File: config.mk
export PLATFORM = sky130hd
export DESIGN_NAME = id_ex_stage
export DESIGN_NICKNAME = d
export VERILOG_FILES = /design/src/rtl/pipe_pkg.sv /design/src/rtl/load_use_detect.sv /design/src/rtl/id_ex_stage.sv
export SDC_FILE = /design/constraint.sdc
export NUM_CORES = 1
export LEC_CHECK = 0
export CAP_MARGIN = 15
export CORE_AREA = 2 2 242 244
export CTS_CLUSTER_DIAMETER = 100
export DETAILED_ROUTE_END_ITERATION = 8
export DIE_AREA = 0 0 244 246
export PLACE_DENSITY = 0.49
export SLEW_MARGIN = 5
export SYNTH_ARGS = -nofsm -noshare
export SYNTH_HDL_FRONTEND = slang
export SYNTH_SLANG_ARGS = --single-unit
File: constraint.sdc
create_clock -name i_clk -period 2.4 [get_ports i_clk]
set_input_delay 0.48 -clock i_clk [delete_from_list [all_inputs] [get_ports i_clk]]
set_output_delay 0.48 -clock i_clk [all_outputs]
set_load 0.01 [all_outputs]
File: src/rtl/pipe_pkg.sv
// Shared pipeline types for the RV64 5-stage core.
// ALU op encodings, the ID/EX control bundle and the x0 index.
package pipe_pkg;

    localparam logic [1:0] ALUOP_ITYPE  = 2'b00;
    localparam logic [1:0] ALUOP_STORE  = 2'b01;
    localparam logic [1:0] ALUOP_BRANCH = 2'b10;
    localparam logic [1:0] ALUOP_RTYPE  = 2'b11;

    localparam logic [4:0] X0 = 5'd0;

    typedef struct packed {
        logic       regWrite;
        logic       memRead;
        logic       memWrite;
        logic       memToReg;
        logic       aluSrc;
        logic       branch;
        logic [1:0] aluOp;
        logic [2:0] func3;
        logic [6:0] func7;
    } ctrl_t;

endpackage

File: src/rtl/load_use_detect.sv
// Load-use hazard check between the load sitting in EX and the
// instruction in ID; also reused by the forwarding unit.
module load_use_detect
    import pipe_pkg::*;
(
    input  logic       i_ex_valid,
    input  logic       i_ex_mem_read,
    input  logic [4:0] i_ex_rd,
    input  logic       i_id_valid,
    input  logic       i_id_uses_rs1,
    input  logic       i_id_uses_rs2,
    input  logic [4:0] i_id_rs1,
    input  logic [4:0] i_id_rs2,
    output logic       o_haz
);

    logic ex_load;
    logic hit_rs1;
    logic hit_rs2;

    assign ex_load = i_ex_valid & i_ex_mem_read & (i_ex_rd != X0);
    assign hit_rs1 = i_id_uses_rs1 & (i_id_rs1 == i_ex_rd);
    assign hit_rs2 = i_id_uses_rs2 & (i_id_rs2 == i_ex_rd);
    assign o_haz   = ex_load & i_id_valid & (hit_rs1 | hit_rs2);

endmodule

File: src/rtl/id_ex_stage.sv
// ID/EX pipeline register with load-use stall, branch flush,
// downstream hold and saturating bubble/flush counters.
module id_ex_stage
    import pipe_pkg::*;
#(
    parameter int XLEN  = 64,
    parameter int CNT_W = 16
) (
    input  logic             i_clk,
    input  logic             i_rst_n,
    input  logic             i_valid,
    input  logic             i_hold,
    input  logic             i_flush,
    input  logic             i_regWrite,
    input  logic             i_memRead,
    input  logic             i_memWrite,
    input  logic             i_memToReg,
    input  logic             i_aluSrc,
    input  logic             i_branch,
    input  logic [1:0]       i_aluOp,
    input  logic [2:0]       i_func3,
    input  logic [6:0]       i_func7,
    input  logic             i_uses_rs1,
    input  logic             i_uses_rs2,
    input  logic [4:0]       i_rs1,
    input  logic [4:0]       i_rs2,
    input  logic [4:0]       i_rd,
    input  logic [XLEN-1:0]  i_rs1_data,
    input  logic [XLEN-1:0]  i_rs2_data,
    input  logic [XLEN-1:0]  i_imm,
    input  logic [XLEN-1:0]  i_pc,
    output logic             o_stall,
    output logic             o_valid,
    output logic             o_regWrite,
    output logic             o_memRead,
    output logic             o_memWrite,
    output logic             o_memToReg,
    output logic             o_aluSrc,
    output logic             o_branch,
    output logic [1:0]       o_aluOp,
    output logic [2:0]       o_func3,
    output logic [6:0]       o_func7,
    output logic [4:0]       o_rs1,
    output logic [4:0]       o_rs2,
    output logic [4:0]       o_rd,
    output logic [XLEN-1:0]  o_rs1_data,
    output logic [XLEN-1:0]  o_rs2_data,
    output logic [XLEN-1:0]  o_imm,
    output logic [XLEN-1:0]  o_pc,
    output logic [CNT_W-1:0] o_bubble_cnt,
    output logic [CNT_W-1:0] o_flush_cnt
);

    ctrl_t ctrl_d;
    ctrl_t ctrl_q;
    logic  haz;
    logic  bubble;

    load_use_detect u_lud (
        .i_ex_valid    (o_valid),
        .i_ex_mem_read (ctrl_q.memRead),
        .i_ex_rd       (o_rd),
        .i_id_valid    (i_valid),
        .i_id_uses_rs1 (i_uses_rs1),
        .i_id_uses_rs2 (i_uses_rs2),
        .i_id_rs1      (i_rs1),
        .i_id_rs2      (i_rs2),
        .o_haz         (haz)
    );

    assign o_stall = i_hold | (haz & ~i_flush);
    assign bubble  = i_flush | haz | ~i_valid;

    assign ctrl_d = '{
        regWrite: i_regWrite,
        memRead:  i_memRead,
        memWrite: i_memWrite,
        memToReg: i_memToReg,
        aluSrc:   i_aluSrc,
        branch:   i_branch,
        aluOp:    i_aluOp,
        func3:    i_func3,
        func7:    i_func7
    };

    always_ff @(posedge i_clk or negedge i_rst_n) begin
        if (!i_rst_n) begin
            o_valid      <= 1'b0;
            ctrl_q       <= '0;
            o_rs1        <= '0;
            o_rs2        <= '0;
            o_rd         <= '0;
            o_rs1_data   <= '0;
            o_rs2_data   <= '0;
            o_imm        <= '0;
            o_pc         <= '0;
            o_bubble_cnt <= '0;
            o_flush_cnt  <= '0;
        end else if (!i_hold) begin
            // Bubbles are all-zero so EX sees deterministic contents
            if (bubble) begin
                o_valid    <= 1'b0;
                ctrl_q     <= '0;
                o_rs1      <= '0;
                o_rs2      <= '0;
                o_rd       <= '0;
                o_rs1_data <= '0;
                o_rs2_data <= '0;
                o_imm      <= '0;
                o_pc       <= '0;
            end else begin
                o_valid    <= 1'b1;
                ctrl_q     <= ctrl_d;
                o_rs1      <= i_rs1;
                o_rs2      <= i_rs2;
                o_rd       <= i_rd;
                o_rs1_data <= i_rs1_data;
                o_rs2_data <= i_rs2_data;
                o_imm      <= i_imm;
                o_pc       <= i_pc;
            end
            if (i_flush) begin
                if (o_flush_cnt != '1)
                    o_flush_cnt <= o_flush_cnt + CNT_W'(1);
            end else if (haz) begin
                if (o_bubble_cnt != '1)
                    o_bubble_cnt <= o_bubble_cnt + CNT_W'(1);
            end
        end
    end

    assign o_regWrite = ctrl_q.regWrite;
    assign o_memRead  = ctrl_q.memRead;
    assign o_memWrite = ctrl_q.memWrite;
    assign o_memToReg = ctrl_q.memToReg;
    assign o_aluSrc   = ctrl_q.aluSrc;
    assign o_branch   = ctrl_q.branch;
    assign o_aluOp    = ctrl_q.aluOp;
    assign o_func3    = ctrl_q.func3;
    assign o_func7    = ctrl_q.func7;

endmodule

# After elaboration in Yosys (flattened, before gate mapping)
# Cells that the tools add are included.
totals:
  regBits: 322
  input_bits: 296
  out_inout_bits: 323
  wordCells: 51
op_classes:
  addsub: 2
  n_eq_ne: 4
  mux: 9
  bitwise: 14
  n_reduce_logical: 3
op_table:
  columns: ["op", "count"]
  rows:
  - ["$mux 64", 4]
  - ["$add 16x1->16 const B", 2]
  - ["$ne 16x16->1 const B", 2]
  - ["$mux 18", 1]
  - ["$mux 5", 3]
  - ["$eq 5x5->1", 2]
  - ["$and 1x1->1", 7]
  - ["$reduce_bool 5->1", 1]
  - ["$or 1x1->1", 4]
  - ["$reduce_and 4->1", 1]
  - ["$not 1->1", 3]
  - ["$reduce_and 3->1", 1]
  - ["$mux 1", 1]

# Longest topological paths before layout
# Gate-level depths: netlist of run 1.
logic_depth:
  ltp_word: 7
  depth_mapped: 8
  mapped_depth_nobuf: 6

# Modules after synthesis
# Synthesis of run 1 repeated with hierarchy kept, for this count alone.
hier_totals:
  cells_unflattened: 808
  area_unflattened_um2: 11847.6
by_module_without_submodules:
  columns: ["mod", "instances", "cells_per_inst", "area_each_um2", "seq_area_each_um2"]
  rows:
  - ["id_ex_stage", 1, 791, 11716.2, 8057.7]
  - ["load_use_detect", 1, 17, 131.4, 0.0]

# Worst setup path after synthesis of run 1
# Ideal clock, no wire load.
synth_path:
  path_kind: "flip-flop to flip-flop"
  startpoint: "register o_rd[0]"
  endpoint: "register o_imm[45]"
  setup_time_ns: 0.066
  t_arrival_ns: 1.916
  required_time_ns: 2.334
  setup_slack_ns: 0.418
  path_stages_with_launch: 8
  n_path_buf: 3
  period_less_slack_ns: 1.982
  cell_sequence: "dfrtp_1 -> or4_1 -> o21a_1 -> a21oi_1 -> buf_4 -> buf_6 -> buf_6 -> a22o_1"
synth_between:
  elab_chain_len: 7
  word_cells_on_any_way: 12
  classes_between: "eq/ne: 2; mux: 1; bitwise: 8; reduce/logical: 1"
synth_lines:
  columns: ["item", "line", "text"]
  rows:
  - ["start, declared", "id_ex_stage.sv:45", "output logic [4:0] o_rd,"]
  - ["start signal, assigned", "id_ex_stage.sv:116", "o_rd <= i_rd;"]
  - ["$eq 5x5->1, or another cell as far along", "load_use_detect.sv:22", "assign hit_rs1 = i_id_uses_rs1 & (i_id_rs1 == i_ex_rd);"]
  - ["$and 1x1->1 (on tied branches)", "load_use_detect.sv:22, load_use_detect.sv:21, load_use_detect.sv:23", null]
  - ["$or 1x1->1 / $and 1x1->1 (equally long branches)", "load_use_detect.sv:24", "assign o_haz = ex_load & i_id_valid & (hit_rs1 | hit_rs2);"]
  - ["$and 1x1->1 *", "load_use_detect.sv:24", null]
  - ["$or 1x1->1 * (2 in a row)", "id_ex_stage.sv:72", "assign bubble = i_flush | haz | ~i_valid;"]
  - ["$mux 64 *", "id_ex_stage.sv:101", "if (bubble) begin"]
  - ["end signal, assigned", "id_ex_stage.sv:119", "o_imm <= i_imm;"]
  - ["end, declared", "id_ex_stage.sv:48", "output logic [XLEN-1:0] o_imm,"]
# Every way passes the cells marked *; elsewhere a longest branch is shown, timed or not.
# A chain may end at the register's enable or synchronous reset.

# Worst setup path after layout of run 1
layout_path:
  startpoint: "register o_rd[3]"
  endpoint: "output o_stall"
layout_between:
  elab_chain_len: 6
  word_cells_on_any_way: 11
  classes_between: "eq/ne: 2; bitwise: 8; reduce/logical: 1"
layout_lines:
  columns: ["item", "line", "text"]
  rows:
  - ["$eq 5x5->1, or another cell as far along", "load_use_detect.sv:22", null]
  - ["$and 1x1->1 (on tied branches)", "load_use_detect.sv:22, load_use_detect.sv:21, load_use_detect.sv:23", null]
  - ["$or 1x1->1 / $and 1x1->1 (equally long branches)", "load_use_detect.sv:24", null]
  - ["$and 1x1->1 *", "load_use_detect.sv:24", null]
  - ["$and 1x1->1 *", "id_ex_stage.sv:71", "assign o_stall = i_hold | (haz & ~i_flush);"]
  - ["$or 1x1->1 *", "id_ex_stage.sv:71", null]
  - ["end, declared", "id_ex_stage.sv:32", "output logic o_stall,"]
# Marked as above.

==> impl_metrics.ini, run 1 <==
[global_routing]
antenna_found_initial = 3
grt_pass1_vias = 10430
grt_max_degree = 122
grt_pass1_wl_um = 65850
track_usage = 0.1415
overflow = 0

[worst_setup_path]
cp.arrival_ns = 1.98
path_class = reg2out
worst_setup_path_end_kind = primary output
crit_required_ns = 1.92
reg2reg_slack_ns = 0.07
path_depth = 5
cp_slowest_cell = or4_4
critPathTopFamily = simple AND/OR/NAND/NOR gates
critPathBufInv = 1
cp_cell_sequence = or4_4, o21a_1, nand2_1, o21bai_1, buf_2
start_kind = flop
cp-endpoint = o_stall
crit_fanout = 4
r2r.worst_path.cells = 8
worst_path_largest_cell_delay_ns = 0.54
reg2reg_from = o_rd[3]$_DFFE_PN0N_
r2r-end = o_pc[62]$_DFFE_PN0N_
crit_path_start = o_rd[3]$_DFFE_PN0N_

[sta]
setup_viol = 1
hold_viol = 0
grt_setup_unrepaired = true
slew_headroom = 0.4676
finClkSkew_ns = 0.01540
post-route-period-util = 1.026
slew_violations = 0
period_minus_slack_ns = 2.463
worst-slew-pin-transition_ns = 0.7986
fmax_ghz = 0.4060
worst_slack_ns = -0.06308

[run_status]
outcome = finished with violations
violations = setup timing

[detailed_routing]
wl_um = 46430
drt_pre_antenna_iters = 4
num_vias = 9784
wl_per_cell_um = 20.45
viasPerCell = 4.310
drtIter0Drc = 386
drc = 0
ant_nets = 0

[yosys]
ys_ff_latch = 322
synthCells = 809
yosysWarnings = 0
synth_top_area_frac = 0.6801
synth_area_leader_cell = dfrtp_1
syn_nets = 1107
syn_avg_cell_area_um2 = 14.64
synth_area_leaders = dfrtp_1 (68%), a22o_1 (21%), xnor2_1 (2.6%)
ys_types = 32
ys_seq_area_frac = 0.6801
synthesis.area_um2 = 11850

[die]
die_area_um2 = 60020
rows = 88
start_util = 0.2065
die_w_um = 244
die_h_um = 246
io_pins = 619
core_area_um2 = 57370

[final_layout]
post-route-cell-area_um2 = 20930
fillers = 5575
mostFrequentLayoutCells = clkdlybuf4s50_1 (615), dfrtp_1 (319), a22o_1 (289), clkbuf_16 (51), buf_4 (43)
drive_gt1_frac = 0.09840
multiInputGateArea_um2 = 3467
nNetsFinal = 1775
area_growth_pct = 76.68
seqCellArea_um2 = 8061
fin_cells = 2270
final_common_cell = clkdlybuf4s50_1

[placed_design]
gp_congestion = 0.8005
io_buffers = 618
dp_hpwl_um = 31970
placedInstanceArea_um2 = 19160
dp.cells = 2174

[cts]
clock_sinks = 322
clk_pin_slew_ns = 0.06
insertion_delay_ns = 0.54
cts_max_level = 2
cts_buffers = 39
cts_tree = yes
cts_root_buf = clkbuf_16
clock_path_buffers = 3

[power_and_ir_drop]
peakVddDrop_mv = 0.4123
p_leak_nw = 9.056
power_density_nw_per_um2 = 664.1

[flow_run]
maxCapViolations = 0

[hold_path]
hold_path_class = in2async
==> how the worst min path moves through the flow <==
stage / to / slack [ns] / cells past startpoint / startpoint
2_1_floorplan: o_aluOp[0]$_DFFE_PN0N_ / 0.18 / 0 / i_rst_n
5_1_grt: o_pc[14]$_DFFE_PN0N_ / 0.44 / 2 / i_rst_n
4_1_cts: o_pc[14]$_DFFE_PN0N_ / 0.42 / 2 / i_rst_n
3_5_place_dp: o_pc[17]$_DFFE_PN0N_ / 0.42 / 1 / i_rst_n
3_3_place_gp: o_pc[54]$_DFFE_PN0N_ / 0.42 / 1 / i_rst_n
6_report: o_pc[12]$_DFFE_PN0N_ / 0.45 / 2 / i_rst_n
==> cell usage after synthesis <==
| library cell | count |
|---|---|
| xnor2_1 | 35 |
| a21o_1 | 1 |
| buf_6 | 11 |
| nand2_1 | 11 |
| ha_1 | 2 |
| or4_1 | 1 |
| buf_4 | 1 |
| dfrtp_1 | 322 |
| nor4_1 | 2 |
| a21oi_1 | 2 |
| nor2b_1 | 1 |
| and4b_1 | 1 |
| a22o_1 | 289 |
| nor2_1 | 8 |
| xor2_1 | 2 |
| nor3_1 | 3 |
| buf_2 | 20 |
| o311a_1 | 1 |
| and2_1 | 1 |
| o22ai_1 | 2 |
| a21boi_1 | 1 |
| nand2b_1 | 2 |
| a31oi_1 | 1 |
| clkbuf_1 | 34 |
| mux2_2 | 4 |
| and3_1 | 8 |
| o21bai_1 | 1 |
| nand3_1 | 17 |
| and4_1 | 4 |
| o21a_1 | 2 |
| nand4_1 | 18 |
| o21ai_0 | 1 |
==> layout make-up <==
class / instances / share of cell area
clock inverter: 11 / 0.004603
clock buffer: 57 / 0.05415
antenna: 1 / 0.0001195
timing repair buffer: 693 / 0.3446
tap: 765 / 0.04573
multi-input combinational: 421 / 0.1656
sequential: 322 / 0.3851
==> cell families after synthesis <==
group           after synthesis  share of synthesized area
mux                           4                   0.003802
fa+ha+maj                     2                   0.002112
flops                       322                     0.6801
buf+inv                      66                    0.03031
xor+xnor                     37                    0.02735
compound gates              301                     0.2205
simple gates                 77                    0.03580
==> report_power, final <==
part           internal [W]  total [W]  leakage, nW  switching, W
logic               0.00133    0.00217         4.11      0.000834
registers           0.00575    0.00599         4.34      0.000236
clock network       0.00338    0.00575        0.603       0.00236
total                0.0105     0.0139         9.06       0.00343
==> sequential cells by signal, indices dropped and copies added, names as in the netlist, 7 cells and up <==
signal,count
o_bubble_cnt,16
o_flush_cnt,16
o_func7,7
o_imm,64
o_pc,64
o_rs1_data,64
o_rs2_data,64
==> layer usage <==
metal,vias up,share of wire,GRT usage
met3,82,0.077,0.04793
met1,4826,0.39,0.1651
met5,-,0.00060,0
met2,428,0.50,0.2398
li1,4444,-,-
met4,4,0.033,0.05434
==> metrics by stage <==
stage                     worst slack (ns)  hold slack [ns]  power [W]    util  setup TNS, ns
after global routing               -0.1456           0.4393    0.01455  0.3649        -0.2153
final                             -0.06308           0.4525    0.01390  0.3649       -0.06308
after detailed placement           -0.3505           0.4242   0.008176  0.3340         -9.086
after global placement             -0.3547           0.4217   0.008171  0.3340         -7.231
after CTS                          -0.1176           0.4200    0.01410  0.3567        -0.1176
after floorplan                     0.4180           0.1844   0.006663       -              0
==> what timing repair did <==
| item | CTS | global route |
|---|---|---|
| gates cloned | 0 | 14 |
| pin swaps | 2 | 4 |
| endpoints found under the setup margin | 1 | 156 |
| gates resized for setup | 9 | 14 |
| hold buffers | 1 | 0 |
| buffers inserted | 5 | 8 |
| hold endpoints to repair | 31 | 0 |
Note: power is estimated with default switching activity, not from simulation.
==> run 2: changes to the inputs <==
==> constraint.sdc (replaced) <==
create_clock -name i_clk -period 2.4 [get_ports i_clk]
set_input_delay 0.48 -clock i_clk [delete_from_list [all_inputs] [get_ports i_clk]]
set_output_delay 0.48 -clock i_clk [all_outputs]
set_load 0.1 [all_outputs]
==> impl_metrics.ini, run 2 (same netlist as run 1, synthesis figures left out) <==
[run_status]
outcome = finished with violations
violations = setup timing

[detailed_routing]
wl_per_cell_um = 20.28
ant_nets = 0
viasPerCell = 4.329
drc = 0
wl_um = 45740
drt_pre_antenna_iters = 5
drtIter0Drc = 426
num_vias = 9767

[worst_setup_path]
worst_setup_path_end_kind = primary output
crit_fanout = 2
crit_path_start = o_rd[0]$_DFFE_PN0N_
cp.arrival_ns = 2.02
critPathBufInv = 1
worst_path_largest_cell_delay_ns = 0.54
path_class = reg2out
cp_slowest_cell = or4_4
crit_required_ns = 1.92
cp_cell_sequence = or4_4, o21a_4, nand2_4, o21bai_4, buf_12
reg2reg_from = o_rd[3]$_DFFE_PN0N_
critPathTopFamily = simple AND/OR/NAND/NOR gates
start_kind = flop

[global_routing]
gr-usage-met3 = 0.04706
grt_pass1_wl_um = 66230
gr-usage-met1 = 0.1684
busiest_layer = met2
antenna_found_initial = 4
overflow = 0
grtUsageMet2 = 0.2492
grt_pass1_vias = 10180
track_usage = 0.1433
grt_max_degree = 165

[final_layout]
post-route-cell-area_um2 = 19860
drive_gt1_frac = 0.3159
final_common_cell = buf_4
area_growth_pct = 67.60
nNetsFinal = 1756
mostFrequentLayoutCells = buf_4 (360), dfrtp_1 (313), clkdlybuf4s50_1 (293), a22o_1 (289), clkbuf_16 (42)

[placed_design]
gp_congestion = 0.7915
placedInstanceArea_um2 = 18250
dp_hpwl_um = 32840
io_buffers = 618
dp_slack_ns = -0.1642

[cts]
cts_buffers = 39
clock_path_buffers = 3
clk_pin_slew_ns = 0.06
cts_tree = yes
cts_max_level = 2
insertion_delay_ns = 0.54
cts_root_buf = clkbuf_16
clock_sinks = 322

[sta]
setup_viol = 1
hold_ws_ns = 0.2705
worst-slew-pin-transition_ns = 0.7994
post-route-period-util = 1.043
grt_setup_unrepaired = true
hold_viol = 0
slew_headroom = 0.4671
period_minus_slack_ns = 2.503
fmax_ghz = 0.3995
slew_violations = 0
worst_slack_ns = -0.1033
setup_tns_ns = -0.1033
finClkSkew_ns = 0.01166

[hold_path]
hold_path_class = in2reg
worstHoldStart = i_hold

[die]
die_h_um = 246
start_util = 0.2065
io_pins = 619
rows = 88
die_area_um2 = 60020
core_area_um2 = 57370
die_w_um = 244

[power_and_ir_drop]
power_density_nw_per_um2 = 805.6
p_leak_nw = 9.526
peakVddDrop_mv = 0.4622

[flow_run]
maxCapViolations = 0
## run 2: cell types whose count changed in the layout (fill, tap and decap cells not counted), moves of 3 or more
| cell | before | now |
|---|---|---|
| dfrtp_2 | 3 | 9 |
| xnor2_1 | 33 | 25 |
| dfrtp_1 | 319 | 313 |
| buf_16 | 5 | 0 |
| clkbuf_16 | 51 | 42 |
| clkdlybuf4s50_1 | 615 | 293 |
| buf_4 | 43 | 360 |
| clkbuf_1 | 9 | 12 |
| buf_6 | 3 | 6 |
| xnor2_2 | 2 | 9 |
## run 2: final timing paths
| kind | to | slack [ns] | cells past startpoint |
|---|---|---|---|
| max in group asynchronous | o_rs1_data[8]$_DFFE_PN0N_ | 1.14 | 3 |
| max reg2reg | o_bubble_cnt[14]$_DFFE_PN0P_ | 0.11 | 12 |
| min | o_func7[3]$_DFFE_PN0N_ | 0.27 | 2 |
| max | o_stall | -0.10 | 5 |
| min reg2reg | o_flush_cnt[11]$_DFFE_PN0P_ | 0.50 | 1 |
| min in group asynchronous | o_func3[1]$_DFFE_PN0N_ | 0.50 | 2 |
## run 2: layer usage
layer,vias up,wire length [um]
met3,59,3716
met4,2,1014
met5,-,12
met2,415,23010
li1,4410,-
met1,4881,17990
## run 2: cell type report
type	count	area, um^2
Multi-Input combinational cell	421	3585
Timing Repair Buffer	674	5973
Antenna cell	3	7.507
Clock buffer	64	1222
Fill cell	5692	37510
Sequential cell	322	8069
Clock inverter	7	42.54
Tap cell	765	957.2
## run 2: per-stage QoR
stage          power [W]    util  instances
3_3_place_gp     0.01029  0.3181       2160
5_1_grt          0.01666  0.3461       2255
6_report         0.01600  0.3461       2256
2_1_floorplan   0.008854       -        809
3_5_place_dp     0.01031  0.3181       2160
4_1_cts          0.01624  0.3418       2239
## run 2: report_power, final
part           internal, W  total [W]  switching, W
Clock              0.00347    0.00576       0.00229
Sequential         0.00575    0.00599      0.000242
Combinational      0.00117    0.00424       0.00307
Total               0.0104     0.0160       0.00560
## run 2: repair_timing
item,4_1_cts,5_1_grt
setup buffers,7,13
hold buffers,1,0
endpoints found under the setup margin,1,188
resized for setup,8,19
cloned,0,2
pin swaps,5,15
endpoints found under the hold margin,44,0
